## src/rtl/output_uart_tx_pkg.sv

```systemverilog
// Shared constants and FSM encoding for the output-port UART transmitter.
package output_uart_tx_pkg;

  typedef enum logic [1:0] {
    ST_IDLE  = 2'd0,
    ST_START = 2'd1,
    ST_DATA  = 2'd2,
    ST_STOP  = 2'd3
  } tx_state_e;

  localparam logic [7:0]  DEFAULT_TX_ADDR = 8'hEF;
  localparam int unsigned DATA_BITS       = 8;
  localparam int unsigned STOP_BITS       = 1;

endpackage

```

## src/rtl/output_uart_tx_sync_fifo.sv

```systemverilog
// Single-clock FIFO with registered count; head word is always visible on dout.
module output_uart_tx_sync_fifo #(
  parameter int unsigned WIDTH = 8,
  parameter int unsigned DEPTH = 4
) (
  input  logic                     clk,
  input  logic                     reset,
  input  logic                     push,
  input  logic                     pop,
  input  logic [WIDTH-1:0]         din,
  output logic [WIDTH-1:0]         dout,
  output logic [$clog2(DEPTH):0]   count,
  output logic                     full,
  output logic                     empty
);

  localparam int unsigned PTR_W = $clog2(DEPTH);
  localparam int unsigned CNT_W = PTR_W + 1;

  logic [WIDTH-1:0] mem [DEPTH];
  logic [PTR_W-1:0] wr_ptr;
  logic [PTR_W-1:0] rd_ptr;
  logic             do_push;
  logic             do_pop;

  // A pop frees the slot this edge, so a push while full is still accepted.
  assign do_pop  = pop && !empty;
  assign do_push = push && (!full || do_pop);

  assign full  = (count == CNT_W'(DEPTH));
  assign empty = (count == '0);
  assign dout  = mem[rd_ptr];

  always_ff @(posedge clk) begin
    if (do_push) mem[wr_ptr] <= din;
  end

  always_ff @(posedge clk or negedge reset) begin
    if (!reset) begin
      wr_ptr <= '0;
      rd_ptr <= '0;
      count  <= '0;
    end else begin
      if (do_push) wr_ptr <= wr_ptr + PTR_W'(1);
      if (do_pop)  rd_ptr <= rd_ptr + PTR_W'(1);
      case ({do_push, do_pop})
        2'b10:   count <= count + CNT_W'(1);
        2'b01:   count <= count - CNT_W'(1);
        default: count <= count;
      endcase
    end
  end

endmodule

```

## src/rtl/output_uart_tx.sv

```systemverilog
// Snoops the output-port write bus and serialises bytes written to TX_ADDR as 8N1 frames.
module output_uart_tx
  import output_uart_tx_pkg::*;
#(
  parameter logic [7:0]  TX_ADDR    = DEFAULT_TX_ADDR,
  parameter int unsigned CLK_DIV    = 16,
  parameter int unsigned FIFO_DEPTH = 4
) (
  input  logic                          clk,
  input  logic                          reset,
  input  logic                          write_en,
  input  logic [7:0]                    address,
  input  logic [7:0]                    data_in,
  output logic                          tx,
  output logic                          busy,
  output logic [$clog2(FIFO_DEPTH):0]   fifo_count,
  output logic                          fifo_full,
  output logic                          overflow
);

  localparam int unsigned TMR_W = $clog2(CLK_DIV);

  tx_state_e        state;
  logic [TMR_W-1:0] timer;
  logic [2:0]       bit_idx;
  logic [7:0]       shreg;
  logic             push_req;
  logic             pop;
  logic             fifo_empty;
  logic [7:0]       fifo_dout;
  logic             timer_done;

  assign push_req   = write_en && (address == TX_ADDR);
  assign timer_done = (timer == '0);
  // Pop when starting from idle or when a stop bit ends with more data waiting.
  assign pop        = !fifo_empty &&
                      ((state == ST_IDLE) || ((state == ST_STOP) && timer_done));
  assign busy       = (state != ST_IDLE) || !fifo_empty;

  output_uart_tx_sync_fifo #(
    .WIDTH (8),
    .DEPTH (FIFO_DEPTH)
  ) u_sync_fifo (
    .clk   (clk),
    .reset (reset),
    .push  (push_req),
    .pop   (pop),
    .din   (data_in),
    .dout  (fifo_dout),
    .count (fifo_count),
    .full  (fifo_full),
    .empty (fifo_empty)
  );

  always_ff @(posedge clk or negedge reset) begin
    if (!reset) begin
      state    <= ST_IDLE;
      tx       <= 1'b1;
      timer    <= '0;
      bit_idx  <= '0;
      shreg    <= '0;
      overflow <= 1'b0;
    end else begin
      if (push_req && fifo_full && !pop) overflow <= 1'b1;

      case (state)
        ST_IDLE: begin
          if (pop) begin
            state <= ST_START;
            tx    <= 1'b0;
            shreg <= fifo_dout;
            timer <= TMR_W'(CLK_DIV - 1);
          end
        end
        ST_START: begin
          if (timer_done) begin
            state   <= ST_DATA;
            tx      <= shreg[0];
            bit_idx <= '0;
            timer   <= TMR_W'(CLK_DIV - 1);
          end else begin
            timer <= timer - TMR_W'(1);
          end
        end
        ST_DATA: begin
          if (timer_done) begin
            timer <= TMR_W'(CLK_DIV - 1);
            if (bit_idx == 3'(DATA_BITS - 1)) begin
              state <= ST_STOP;
              tx    <= 1'b1;
            end else begin
              bit_idx <= bit_idx + 3'd1;
              tx      <= shreg[1];
              shreg   <= {1'b0, shreg[7:1]};
            end
          end else begin
            timer <= timer - TMR_W'(1);
          end
        end
        ST_STOP: begin
          if (timer_done) begin
            if (pop) begin
              state <= ST_START;
              tx    <= 1'b0;
              shreg <= fifo_dout;
              timer <= TMR_W'(CLK_DIV - 1);
            end else begin
              state <= ST_IDLE;
            end
          end else begin
            timer <= timer - TMR_W'(1);
          end
        end
        default: state <= ST_IDLE;
      endcase
    end
  end

endmodule

```

## config.mk

```make
export PLATFORM = sky130hd
export DESIGN_NAME = output_uart_tx
export DESIGN_NICKNAME = d
export VERILOG_FILES = /design/src/rtl/output_uart_tx_pkg.sv /design/src/rtl/output_uart_tx_sync_fifo.sv /design/src/rtl/output_uart_tx.sv
export SDC_FILE = /design/constraint.sdc
export NUM_CORES = 1
export LEC_CHECK = 0
export CAP_MARGIN = 20
export CORE_ASPECT_RATIO = 0.7
export CORE_MARGIN = 2
export CORE_UTILIZATION = 40
export CTS_BUF_LIST = sky130_fd_sc_hd__clkbuf_4 sky130_fd_sc_hd__clkbuf_8 sky130_fd_sc_hd__clkbuf_16
export DETAILED_ROUTE_END_ITERATION = 7
export PLACE_DENSITY = 0.68
export REMOVE_ABC_BUFFERS = 1
export SLEW_MARGIN = 20
export SYNTH_ARGS = -nofsm -noshare
export SYNTH_HDL_FRONTEND = slang
export SYNTH_SLANG_ARGS = --single-unit
```

## constraint.sdc

```tcl
create_clock -name clk -period 6.8 [get_ports clk]
set_clock_uncertainty 0.15 [all_clocks]
set_input_delay 0.68 -clock clk [delete_from_list [all_inputs] [get_ports clk]]
set_output_delay 0.68 -clock clk [all_outputs]
set_load 0.01 [all_outputs]
```

==> impl_metrics.tcl <==
set metrics [dict create \
    final_nets 280 \
    cts_buffers 9 \
    grt_start_max_net_pins 27 \
    drtPass1Iterations 4 \
    clkPwrFrac_pct 23.6 \
    yosys_warnings 0 \
    slew_viol_final 0 \
    cts-root-buf "clkbuf_8" \
    insertion_delay_ns 0.34 \
    max_slew_margin_pct 62.39 \
    postCtsHoldBufs 0 \
    cts_tree "built" \
    final.setup.tns_ns 0 \
    syn2layout_area_growth_pct 19.06 \
    vias 1747 \
    initial_utilization_pct 42.06 \
    hp-class "reg2reg" \
    hpwl_mm 3.648 \
    fp-row-count 25 \
    worstPathRequired_ns 6.90 \
    final-setup-viol-count 0 \
    internal_power_w 0.0009702 \
    grt_pass1_wl_mm 8.521 \
    synth-async-reset-ratio_pct 44.83 \
    cts.sinks 58 \
    fin_util_pct 50.08 \
    antenna_found_initial 0 \
    synth_edf_count 32 \
    die_y_um 75.01 \
    max_freq_mhz 378.5 \
    grt_overflow 0 \
    core_area_um2 6850 \
    p_per_area_nw_per_um2 442.2 \
    gp_congestion 0.7668 \
    route.antenna.remaining_nets 0 \
    worst_setup_path_end_kind "flip-flop" \
    setup.worst_path.class "reg2reg" \
    sw_frac_of_total_pct 36.05 \
    p_sw_w 0.0005470 \
    drcViolationCount 0 \
    fin_ws_ns 4.158 \
    die-area_um2 7909 \
    cp_data_arrival_time_ns 2.74 \
    syn-instance-count 219 \
    antenna_cells 0 \
    netlist_area_um2 2882 \
    total_power_w 0.001517 \
    dp_slack_ns 3.885 \
    cap_viol_max_count 0 \
    synth_area_leaders "edfxtp_1, dfrtp_1, mux4_2, ha_1, mux2_4" \
    syn_avg_cell_area_um2 13.16 \
    timing.final.crit_share_pct 38.85 \
    grt_pass1_vias 1712 \
    post-route-min-period_ns 2.642 \
    h-tree-depth 3 \
    die_w_um 105.4 \
    synth_ff_type "edfxtp_1" \
    port_buffers 25 \
    p_leak_nw 1.364 \
    synth_top_area_cell "edfxtp_1" \
    totalWireLength_mm 5.114 \
    ys_ff_latch 58 \
    postCtsSetupRepairBufs 0 \
    rsz0062_at_grt "false" \
    start_kind "flip-flop" \
    grt_usage_pct 14.50 \
    status "complete, no violations" \
    ir_drop_mv 0.1841 \
    vias_per_cell 5.035 \
    ios 26 \
    report.final.hold_viol_count 0 \
    path_clk_slew_ns 0.07 \
    seq_area_frac_synth_pct 55.97 \
    drive_gt1_share_pct 17.79 \
    synth_cell_types 54 \
    wl_per_cell_um 14.74 \
    synth_top_cell_area_share_pct 33.35 \
    cts_resized 0 \
    crit_path_max_fanout 12 \
    drt_iter0_drc 60 \
    p_comb_share_pct 41.5 \
    power_frac_seq_pct 34.9 \
    tightest_slew_ns 0.5642 \
    cts_buffer_depth 2 \
]
layout by cell type (no fill, tap or decap), types with 2 or more instances in the layout:
cell / instances
nand4_1: 2
a22o_1: 2
mux4_2: 8
dfrtp_1: 25
nor3b_1: 2
and3_1: 6
mux2_4: 7
a31oi_1: 2
nand2_1: 27
a21oi_2: 2
o21bai_1: 2
ha_1: 12
bufinv_16: 2
xnor2_1: 3
inv_1: 13
o21ai_0: 10
clkbuf_8: 9
a221oi_2: 2
clkdlybuf4s50_1: 25
o211a_1: 2
inv_6: 2
mux2_2: 2
edfxtp_1: 32
clkinvlp_4: 2
buf_4: 2
a21o_1: 2
nand3_1: 5
nor2_1: 8
a21oi_1: 7
registers in the layout, summed over array words and instances (netlist names):
name	flops
tx	1
u_sync_fifo.wr_ptr	2
timer	4
state	2
u_sync_fifo.rd_ptr	2
shreg	8
u_sync_fifo.mem	32
u_sync_fifo.count	3
bit_idx	3
overflow	1
power by group through the flow:
stage          combinational, W  sequential (W)  clock [W]
2_1_floorplan          0.000489        0.000519          0
3_3_place_gp           0.000617        0.000537          0
3_5_place_dp           0.000631        0.000538          0
4_1_cts                0.000633        0.000532   0.000367
5_1_grt                0.000707        0.000544   0.000380
6_report               0.000630        0.000529   0.000358
Yosys cell counts (2+ instances only):
library cell,n
edfxtp_1,32
nand2_1,27
dfrtp_1,25
inv_1,13
ha_1,12
o21ai_0,10
mux4_2,8
nor2_1,8
a21oi_1,7
mux2_4,7
and3_1,6
nand3_1,5
clkbuf_1,4
buf_6,3
xnor2_1,3
a21o_1,2
a21oi_2,2
a221oi_2,2
a22o_1,2
a31oi_1,2
mux2_2,2
nand4_1,2
nor3b_1,2
o211a_1,2
o21bai_1,2
cell type report:
type                    instances  area [um^2]
fillers                       587         3420
inverters                      14        52.55
flip-flops and latches         58         1613
multi-input cells             138         1157
clock inverters                 7        101.3
clock buffers                   9        123.9
well taps                      94        117.6
repair buffers                 27        265.3
layer usage:
layer | GRT usage [%] | up-vias | share of wire, %
met2 | 21.29 | 33 | 43
met3 | 4.762 | 12 | 4.2
met4 | 5.778 | 0 | 1.5
met1 | 20.16 | 828 | 51
met5 | 0 | - | 0
li1 | - | 874 | -
through the flow:
stage,cells,instance area (um^2),hold slack (ns)
after floorplan,210,2823,0.2344
after global placement,331,3206,0.3108
after detailed placement,331,3206,0.3129
after CTS,347,3431,0.3386
after global routing,347,3431,0.3822
final,347,3431,0.3436
kinds of logic (layout without fill, tap and decap cells):
| group | after synthesis | count (layout) | synth area share [%] |
|---|---|---|---|
| AOI/OAI and AO/OA | 41 | 41 | 10.46 |
| xor gates and xnor gates | 3 | 3 | 0.9120 |
| adders and majority gates | 13 | 13 | 5.905 |
| buffers and inverters | 23 | 57 | 3.864 |
| DFF | 58 | 58 | 55.97 |
| muxes | 18 | 18 | 11.03 |
| and+or+nand+nor | 63 | 63 | 11.85 |
path summary, 6_finish.rpt:
kind,slack [ns],start,endpoint,depth (start not counted)
min in group asynchronous,0.56,reset,shreg[7],2
max in group asynchronous,5.64,reset,tx,2
max reg2reg,4.16,state[0],u_sync_fifo.count[2],8
min reg2reg,0.34,overflow,overflow,1
max,4.16,state[0],u_sync_fifo.count[2],8
min,0.34,overflow,overflow,1
critical path, cell delays in order, from the launching register on:
cell and delay [ns]:
dfrtp_1 0.43, ha_1 0.33, nand4bb_2 0.20, a21o_1 0.41, nor2_1 0.13, fa_1 0.42, inv_1 0.09, a31oi_1 0.09
a221oi_2 0.30
(Power assumes the default switching activity.)
